## src/rtl/fc_pkg.sv

```systemverilog
// Shared constants, FSM states and the Q16.16 multiply rule for fc_layer.
// The backprop states exist only when FC_BACKPROP_EN is defined.
package fc_pkg;
  localparam int DATA_W    = 32;
  localparam int FRAC_BITS = 16;
  localparam int PROD_W    = 2 * DATA_W;
  localparam logic signed [DATA_W-1:0] Q_ONE = 32'h00010000;

  typedef enum logic [2:0] {
    IDLE      = 3'd0,
    LOAD      = 3'd1,
    MAC       = 3'd2,
    SEND      = 3'd3
`ifdef FC_BACKPROP_EN
    ,
    BP_WAIT   = 3'd4,
    BP_UPDATE = 3'd5
`endif
  } fc_state_t;

  // Full 64-bit signed product, Q16.16 result taken from bits [47:16].
  function automatic logic signed [DATA_W-1:0] qmul(input logic signed [DATA_W-1:0] a,
                                                    input logic signed [DATA_W-1:0] b);
    return DATA_W'((PROD_W'(a) * PROD_W'(b)) >>> FRAC_BITS);
  endfunction
endpackage

```

## src/rtl/fc_if.sv

```systemverilog
// Input, softmax and error handshake bundle of fc_layer.
interface fc_if #(parameter int IDX_W = 3);
  import fc_pkg::*;

  logic                     backprop_ctrl;
  logic signed [DATA_W-1:0] fc_input;
  logic [IDX_W-1:0]         fc_input_idx;
  logic                     fc_in_valid;
  logic                     fc_in_ready;
  logic signed [DATA_W-1:0] sf_input;
  logic [IDX_W-1:0]         sf_input_idx;
  logic                     sf_start;
  logic                     sf_in_ready;
  logic signed [DATA_W-1:0] err_data;
  logic [IDX_W-1:0]         err_idx;
  logic                     err_ready;
  logic                     err_ack;

  modport slave (
    input  backprop_ctrl, fc_input, fc_input_idx, fc_in_valid, sf_in_ready,
           err_data, err_idx, err_ready,
    output fc_in_ready, sf_input, sf_input_idx, sf_start, err_ack
  );

  modport master (
    output backprop_ctrl, fc_input, fc_input_idx, fc_in_valid, sf_in_ready,
           err_data, err_idx, err_ready,
    input  fc_in_ready, sf_input, sf_input_idx, sf_start, err_ack
  );
endinterface

```

## src/rtl/fc_q_mul.sv

```systemverilog
// Combinational Q16.16 signed multiplier shared by the MAC and update passes.
module q_mul
  import fc_pkg::*;
(
  input  logic signed [DATA_W-1:0] a,
  input  logic signed [DATA_W-1:0] b,
  output logic signed [DATA_W-1:0] p
);
  assign p = qmul(a, b);
endmodule

```

## src/rtl/fc_layer.sv

```systemverilog
// Fully connected layer, one Q16.16 MAC per cycle, streaming outputs to softmax.
// Define FC_BACKPROP_EN to build the error-driven weight/bias update pass.
module fc_layer
  import fc_pkg::*;
#(
  parameter int N_IN     = 4,
  parameter int N_OUT    = 4,
  parameter int IDX_W    = 3,
  parameter int LR_SHIFT = 4,
  parameter logic signed [DATA_W-1:0] WEIGHT_INIT = 32'h00001000
)(
  input  logic clk,
  input  logic rst,
  fc_if.slave  bus
);
  localparam int DEPTH = 1 << IDX_W;
  localparam logic [IDX_W-1:0] LAST_IN  = IDX_W'(N_IN - 1);
  localparam logic [IDX_W-1:0] LAST_OUT = IDX_W'(N_OUT - 1);

  fc_state_t state, state_nx;

  // Arrays span the full index range so any index is in bounds; only valid slots are written.
  logic signed [DATA_W-1:0] x    [DEPTH];
  logic signed [DATA_W-1:0] w    [DEPTH][DEPTH];
  logic signed [DATA_W-1:0] bias [DEPTH];
  logic signed [DATA_W-1:0] acc;
  logic [IDX_W-1:0]         j, cnt;
  logic signed [DATA_W-1:0] mul_a, mul_b, mul_p;
  logic                     in_xfer, in_range, mac_start, out_xfer;

  assign in_xfer   = bus.fc_in_valid && (state == IDLE || state == LOAD);
  assign in_range  = bus.fc_input_idx <= LAST_IN;
  assign mac_start = in_xfer && (bus.fc_input_idx == LAST_IN);
  assign out_xfer  = (state == SEND) && bus.sf_in_ready;

`ifdef FC_BACKPROP_EN
  localparam logic [IDX_W-1:0] BIAS_STEP = IDX_W'(N_IN);
  logic signed [DATA_W-1:0] e;
  logic [IDX_W-1:0]         k;
`else
  logic unused_bp_inputs;
  assign unused_bp_inputs = ^{bus.backprop_ctrl, bus.err_data, bus.err_idx, bus.err_ready};
`endif

  always_ff @(posedge clk or posedge rst) begin
    if (rst) state <= IDLE;
    else     state <= state_nx;
  end

  always_comb begin
    state_nx = state;
    case (state)
      IDLE: begin
        if (mac_start) state_nx = MAC;
        else if (in_xfer && in_range) state_nx = LOAD;
`ifdef FC_BACKPROP_EN
        else if (!in_xfer && bus.backprop_ctrl) state_nx = BP_WAIT;
`endif
      end
      LOAD: if (mac_start) state_nx = MAC;
      MAC:  if (cnt == LAST_IN) state_nx = SEND;
      SEND: if (out_xfer) state_nx = (j == LAST_OUT) ? IDLE : MAC;
`ifdef FC_BACKPROP_EN
      // Out-of-range error indices are acknowledged but stay here without an update.
      BP_WAIT:   if (bus.err_ready && bus.err_idx <= LAST_OUT) state_nx = BP_UPDATE;
      BP_UPDATE: if (cnt == BIAS_STEP) state_nx = (k == LAST_OUT) ? IDLE : BP_WAIT;
`endif
      default: state_nx = IDLE;
    endcase
  end

  always_comb begin
    bus.fc_in_ready  = 1'b0;
    bus.sf_start     = 1'b0;
    bus.sf_input     = '0;
    bus.sf_input_idx = '0;
    bus.err_ack      = 1'b0;
    case (state)
      IDLE, LOAD: bus.fc_in_ready = 1'b1;
      SEND: begin
        bus.sf_start     = 1'b1;
        bus.sf_input     = acc;
        bus.sf_input_idx = j;
      end
`ifdef FC_BACKPROP_EN
      BP_WAIT: bus.err_ack = 1'b1;
`endif
      default: ;
    endcase
  end

  always_comb begin
    mul_a = x[cnt];
    mul_b = w[j][cnt];
`ifdef FC_BACKPROP_EN
    if (state == BP_UPDATE) begin
      mul_a = e;
      mul_b = x[cnt];
    end
`endif
  end

  q_mul u_mul (
    .a (mul_a),
    .b (mul_b),
    .p (mul_p)
  );

  always_ff @(posedge clk or posedge rst) begin
    if (rst) begin
      for (int r = 0; r < DEPTH; r++) begin
        x[r]    <= '0;
        bias[r] <= '0;
        for (int c = 0; c < DEPTH; c++) w[r][c] <= WEIGHT_INIT;
      end
      acc <= '0;
      j   <= '0;
      cnt <= '0;
`ifdef FC_BACKPROP_EN
      e   <= '0;
      k   <= '0;
`endif
    end else begin
      if (in_xfer && in_range) x[bus.fc_input_idx] <= bus.fc_input;
      case (state)
        IDLE, LOAD: if (mac_start) begin
          j   <= '0;
          cnt <= '0;
          acc <= bias[0];
        end
        MAC: begin
          acc <= acc + mul_p;
          cnt <= cnt + IDX_W'(1);
        end
        SEND: if (out_xfer && j != LAST_OUT) begin
          j   <= j + IDX_W'(1);
          cnt <= '0;
          acc <= bias[j + IDX_W'(1)];
        end
`ifdef FC_BACKPROP_EN
        BP_WAIT: if (bus.err_ready) begin
          e   <= bus.err_data;
          k   <= bus.err_idx;
          cnt <= '0;
        end
        BP_UPDATE: begin
          if (cnt == BIAS_STEP) bias[k] <= bias[k] - (e >>> LR_SHIFT);
          else                  w[k][cnt] <= w[k][cnt] - (mul_p >>> LR_SHIFT);
          cnt <= cnt + IDX_W'(1);
        end
`endif
        default: ;
      endcase
    end
  end
endmodule

```

## src/flat_wrapper.sv

```systemverilog
// flat-port wrapper written by rule: the top's interface ports become plain ports
module fc_layer_flat import fc_pkg::*;
#(
  parameter int N_IN     = 4,
  parameter int N_OUT    = 4,
  parameter int IDX_W    = 3,
  parameter int LR_SHIFT = 4,
  parameter logic signed [DATA_W-1:0] WEIGHT_INIT = 32'h00001000
)
  (clk, rst, bus_backprop_ctrl, bus_fc_input, bus_fc_input_idx, bus_fc_in_valid, bus_sf_in_ready, bus_err_data, bus_err_idx, bus_err_ready, bus_fc_in_ready, bus_sf_input, bus_sf_input_idx, bus_sf_start, bus_err_ack);
  fc_if #(.IDX_W(IDX_W)) bus_i ();
  input  logic clk;
  input  logic rst;
  input wire logic [$bits(bus_i.backprop_ctrl)-1:0] bus_backprop_ctrl;
  input wire logic [$bits(bus_i.fc_input)-1:0] bus_fc_input;
  input wire logic [$bits(bus_i.fc_input_idx)-1:0] bus_fc_input_idx;
  input wire logic [$bits(bus_i.fc_in_valid)-1:0] bus_fc_in_valid;
  input wire logic [$bits(bus_i.sf_in_ready)-1:0] bus_sf_in_ready;
  input wire logic [$bits(bus_i.err_data)-1:0] bus_err_data;
  input wire logic [$bits(bus_i.err_idx)-1:0] bus_err_idx;
  input wire logic [$bits(bus_i.err_ready)-1:0] bus_err_ready;
  output wire logic [$bits(bus_i.fc_in_ready)-1:0] bus_fc_in_ready;
  output wire logic [$bits(bus_i.sf_input)-1:0] bus_sf_input;
  output wire logic [$bits(bus_i.sf_input_idx)-1:0] bus_sf_input_idx;
  output wire logic [$bits(bus_i.sf_start)-1:0] bus_sf_start;
  output wire logic [$bits(bus_i.err_ack)-1:0] bus_err_ack;
  assign bus_i.backprop_ctrl = bus_backprop_ctrl;
  assign bus_i.fc_input = bus_fc_input;
  assign bus_i.fc_input_idx = bus_fc_input_idx;
  assign bus_i.fc_in_valid = bus_fc_in_valid;
  assign bus_i.sf_in_ready = bus_sf_in_ready;
  assign bus_i.err_data = bus_err_data;
  assign bus_i.err_idx = bus_err_idx;
  assign bus_i.err_ready = bus_err_ready;
  assign bus_fc_in_ready = bus_i.fc_in_ready;
  assign bus_sf_input = bus_i.sf_input;
  assign bus_sf_input_idx = bus_i.sf_input_idx;
  assign bus_sf_start = bus_i.sf_start;
  assign bus_err_ack = bus_i.err_ack;
  fc_layer #(.N_IN(N_IN), .N_OUT(N_OUT), .IDX_W(IDX_W), .LR_SHIFT(LR_SHIFT), .WEIGHT_INIT(WEIGHT_INIT)) u_core (.clk(clk), .rst(rst), .bus(bus_i));
endmodule
```

## config.mk

```make
export PLATFORM = sky130hd
export DESIGN_NAME = fc_layer_flat
export DESIGN_NICKNAME = d
export VERILOG_FILES = /design/src/rtl/fc_pkg.sv /design/src/rtl/fc_if.sv /design/src/rtl/fc_q_mul.sv /design/src/rtl/fc_layer.sv /design/src/flat_wrapper.sv
export SDC_FILE = /design/constraint.sdc
export NUM_CORES = 1
export LEC_CHECK = 0
export ABC_AREA = 1
export ABC_CLOCK_PERIOD_IN_PS = 1500
export CORE_ASPECT_RATIO = 0.8
export CORE_MARGIN = 2
export CORE_UTILIZATION = 23
export DETAILED_ROUTE_END_ITERATION = 12
export PLACE_DENSITY = 0.8
export SYNTH_ARGS = -nofsm -noshare
export SYNTH_HDL_FRONTEND = slang
export SYNTH_SLANG_ARGS = --single-unit
```

## constraint.sdc

```tcl
create_clock -name clk -period 1.5 [get_ports clk]
set_clock_uncertainty 0.15 [all_clocks]
set_input_delay 0.3 -clock clk [delete_from_list [all_inputs] [get_ports clk]]
set_output_delay 0.3 -clock clk [all_outputs]
set_load 0.1 [all_outputs]
```

# After elaboration in Yosys (flattened, before gate mapping)
# Index checks and enable logic that the tools add are counted.
[word_totals] register_bits=297 in_bits=76 output_inout_bits=38 elab_cells=87
[op_classes] addsub=3 n_mul=1 n_lt_le_gt_ge=6 n_eq_ne=13 mux=34 n_bitwise=4 reduce_logical=14
[ops] operator="binary-select mux 256 bit (select 3 bit)" n=1
[ops] operator="two-way mux 256 bit" n=2
[ops] operator="two-way mux 32 bit" n=10
[ops] operator="binary-select mux 32 bit (select 3 bit)" n=3
[ops] operator="bitwise mux 256 bit" n=1
[ops] operator="demux 32 bit (select 3 bit)" n=1
[ops] operator="one-hot mux 32 bit (3 select lines)" n=1
[ops] operator="multiplier 32 x 32 -> 48 bit" n=1
[ops] operator="adder 32 bit" n=1
[ops] operator="two-way mux 3 bit" n=9
[ops] operator="greater-or-equal comparator 4 bit, second input constant" n=4
[ops] operator="inverter 3 -> 4 bit" n=4
[ops] operator="equality test 3 x 2 -> 1 bit, second input constant" n=5
[ops] operator="one-hot mux 3 bit (4 select lines)" n=1
[ops] operator="one-hot mux 3 bit (3 select lines)" n=1
[ops] operator="inequality test 2 x 1 -> 1 bit, second input constant" n=4
[ops] operator="adder 3 x 1 -> 3 bit, second input constant" n=2
[ops] operator="logical AND 1 bit" n=6
[ops] operator="inequality test 3 x 2 -> 1 bit, second input constant" n=2
[ops] operator="one-hot mux 3 bit (2 select lines)" n=1
[ops] operator="AND reduction 3 bit" n=2
[ops] operator="less-than comparator 4 x 1 -> 1 bit, second input constant" n=1
[ops] operator="AND reduction 4 bit" n=1
[ops] operator="equality test 3 x 1 -> 1 bit, second input constant" n=1
[ops] operator="other kinds (9)" n=10

# Logic depth before layout (Yosys ltp)
[depth] word_depth=10 ltp_mapped=7 ltp_nobuf=7

# By module
# Synthesis repeated with hierarchy kept, for this count alone.
[hier_totals] cells_unflattened=5833 area_unflattened_um2=45110.8
[by_module_without_submodules] module="q_mul" n_inst=1 cells_per_inst=3933 area_per_inst_um2=30417.9
[by_module_without_submodules] module="fc_layer" n_inst=1 cells_per_inst=1900 area_per_inst_um2=14692.8

# Worst setup path after synthesis
# OpenSTA, ideal clock, no wires.
[synth_path] kind="register to output" startpoint="register u_core.state[1]" endpoint="output bus_sf_input_idx[0]" arrival_time_ns=1.801 required_ns=1.050 path_slack_ns=-0.751 path_stages_with_launch=3 n_path_buf=0 path_cell_list="dfrtp_1 nand2_4 nor2_1"
[synth_via] elab_chain_cells=2
[synth_lines] element="start, declared" line="fc_layer.sv:20" rtl="fc_state_t state, state_nx;"
[synth_lines] element="start signal, assigned" line="fc_layer.sv:47" rtl="else state <= state_nx;"
[synth_lines] element="equality test 3 x 2 -> 1 bit" line="fc_layer.sv:78" rtl="case (state)"
[synth_lines] element="two-way mux 3 bit" line="fc_layer.sv:78"
[synth_lines] element="end, declared" line="flat_wrapper.sv:24" rtl="output wire logic [$bits(bus_i.sf_input_idx)-1:0] bus_sf_input_idx;"
# No other way between the ends.

# Worst setup path after layout
[layout_path] startpoint="register u_core.state[0]" endpoint="output bus_sf_start"
[layout_via] elab_chain_cells=2
[layout_lines] element="equality test 3 x 2 -> 1 bit" line="fc_layer.sv:78"
[layout_lines] element="two-way mux 1 bit" line="fc_layer.sv:78"
[layout_lines] element="end, declared" line="flat_wrapper.sv:25" rtl="output wire logic [$bits(bus_i.sf_start)-1:0] bus_sf_start;"
# No other way between the ends.

==> metrics.md <==
| Metric | Value |
|---|---|
| Reg clk slew, reported paths | `40 ps` |
| Starting DRT DRC Count | `18` |
| Worst path slowest cell | `dfrtp_1` |
| Core footprint | `3130 µm²` |
| First-pass GRT wire length | `1790 µm` |
| Vias/cell | `3.44` |
| Vias in the first global route | `428` |
| Power Dens Cells | `2190 nW/µm²` |
| Highest clock rate | `0.673 GHz` |
| Sw Pwr | `1.22 mW` |
| Post-synthesis sequential area ratio | `0.262` |
| Top Layer Used | `met4` |
| Int Pwr | `0.911 mW` |
| Chip Width | `68.5 µm` |
| RSZ-0062 raised after global routing | `true` |
| Reg-to-reg critical path endpoint | `u_core.j[1]$_DFFE_PP0P_` |
| Crit path capture type | `output pin` |
| Post-synth cell types | `16` |
| Final core occ | `0.311` |
| Routed Wire Length | `1170 µm` |
| Ant diodes | `0` |
| HP Class | `in2async` |
| Residual DRC | `0` |
| Sw Ratio | `0.573` |
| Routed vias | `560` |
| Arrival time at the worst endpoint | `1040 ps` |
| Aggregate global routing overflow | `0` |
| Syn Area/Cell | `7.28 µm²` |
| PortBufs | `11` |
| Combinational power share | `0.712` |
| CTS tree | `built` |
| Leak | `0.532 nW` |
| Max VDD drop | `1100 µV` |
| Slew Viols, Final | `0` |
| Warnings, synthesis | `2304` |
| Final hold violations | `0` |
| Largest net degree at the start of global routing | `9` |
| Initial Util | `0.244` |
| Yosys reg bits | `8` |
| Crit-path cells | `nand2_4, clkinv_4, buf_12` |
| Num ports | `114` |
| Worst setup SP type | `flip-flop` |
| Antenna violations before repair | `0` |
| Synth area leader | `buf_4` |
| Hold_buf cts | `0` |
| DP HPWL | `953 µm` |
| Setup-failing EPs final | `0` |
| Max Cap Violations | `0` |
| Crit-path max FO | `6` |
| Outcome | `finished clean` |
| Synth top area share | `0.324` |
| DIE AREA | `3800 µm²` |
| Most common cell after layout, fill and taps aside | `conb_1` |
| Vert. Die Dim | `55.6 µm` |
| Final cell count without fillers | `163` |
| R2R Setup Slk | `70 ps` |
| Total GRT Usage | `0.0626` |
| Met1 wire length | `523 µm` |
| CTS Sinks | `8` |
| Num CTS Buffers | `3` |
| Gp weighted congestion | `0.729` |
| Most frequent cells in the layout | `33 x conb_1, 27 x nand2_1, 11 x inv_1, 8 x dfrtp_1` |
| Cells after Synth | `105` |
| FF-to-FF path depth | `6` |
| Final net count | `205` |
| ANT nets after route | `0` |
| Placed Cells | `157` |
| Seq pwr share | `0.172` |
| Wire per inst | `7.19 µm` |
| Top cells by area, synth | `buf_4 32%, dfrtp_1 26%, nand2_1 13%` |
| Clk buf depth | `2` |
| Std cell rows | `18` |
| WL met2 | `478 µm` |
| Clk Latency, worst-skew pair | `220 ps` |
| Worst R2R Start | `u_core.j[0]$_DFFE_PP0P_` |
| Crit path kind | `reg2out` |
| CP peak stage delay | `400 ps` |
| Required time of the critical path | `1050 ps` |
| Area Growth Syn to Fin | `27.3%` |
| Final Cycle Share | `0.991` |
| Synth Cell Area | `764 µm²` |
| Final min period | `1490 ps` |
| Fin Setup TNS | `0 ps` |
| Share of layout cells above drive strength 1 | `0.220` |
| Routed wl met3 | `159 µm` |
| H-Tree Level Count | `1` |
| Design Power | `2.13 mW` |
| Clock root cell | `clkbuf_8` |
| DR pass1 iterations | `4` |
| Part of the power in the clock network | `0.115` |
cells in the mapped netlist (all sizes together):
cell type  number
a21oi           1
buf            33
clkinv          1
conb            1
dfrtp           8
ha              4
inv            12
nand2          31
nand3           3
nor2            9
nor3            1
o21ai           1
area by class of cell:
cell class                 count  area, µm²
clock buffer                   3       41.3
tap                           40       50.0
inverter                      13       56.3
sequential                     8        200
fill                         334       2160
timing repair buffer          16        198
multi-input combinational     83        428
flip-flops by register name (all words and copies together) (netlist names):
| signal | cells |
|---|---|
| u_core.cnt | 3 |
| u_core.j | 3 |
| u_core.state | 2 |
what timing repair did:
action / 4_1_cts / 5_1_grt
resized for setup: 1 / 7
endpoints found under the setup margin: 11 / 11
buffers inserted: 1 / 2
pin swaps: 1 / 2
critical path: cells and delay by family, from the launching register on:
kind / cells / cell delay [ps]
DFF: 1 / 400
buffers and inverters: 2 / 250
and+or+nand+nor: 1 / 160
worst max-delay path by stage:
stage | depth (start not counted) | slack [ps] | endpoint | start
2_1_floorplan | 2 | -290 | bus_sf_input_idx[0] | u_core.state[1]$_DFFE_PP0P_
3_3_place_gp | 8 | -50 | u_core.j[0]$_DFFE_PP0P_ | bus_fc_in_valid
5_1_grt | 3 | -40 | bus_sf_start | u_core.state[0]$_DFFE_PP0P_
4_1_cts | 3 | -20 | bus_sf_input_idx[1] | u_core.state[1]$_DFFE_PP0P_
6_report | 3 | 10 | bus_sf_start | u_core.state[0]$_DFFE_PP0P_
3_5_place_dp | 8 | -50 | u_core.j[1]$_DFFE_PP0P_ | bus_fc_in_valid
power groups by stage:
| stage | Combinational [mW] | Sequential [mW] | Clock [mW] |
|---|---|---|---|
| 6_report | 1.52 | 0.367 | 0.246 |
| 5_1_grt | 1.63 | 0.379 | 0.267 |
| 4_1_cts | 1.42 | 0.363 | 0.256 |
| 3_5_place_dp | 1.38 | 0.373 | 0 |
| 3_3_place_gp | 1.37 | 0.368 | 0 |
| 2_1_floorplan | 1.14 | 0.367 | 0 |
layer usage:
| layer | track usage | vias up |
|---|---|---|
| li1 | - | 282 |
| met5 | 0 | - |
| met1 | 0.0879 | 238 |
| met3 | 0.0346 | 2 |
| met2 | 0.0852 | 38 |
| met4 | 0.00857 | 0 |
metrics by stage:
stage | hold WS [ps] | setup slack, ps | instance area (µm²)
after floorplan | -34.3 | -294 | 892
after global placement | 308 | -45.2 | 870
after detailed placement | 309 | -54.7 | 870
after CTS | 169 | -18.1 | 921
after global routing | 223 | -41.0 | 973
final | 163 | 13.9 | 973
cell families after synthesis:
family / Yosys count / synth area share
buffers and inverters: 46 / 0.394
AOI/OAI and AO/OA: 2 / 0.0180
other: 1 / 0.00491
and+or+nand+nor: 44 / 0.255
adders and majority gates: 4 / 0.0655
DFF: 8 / 0.262
No activity file was read; power rests on OpenSTA's default activity.
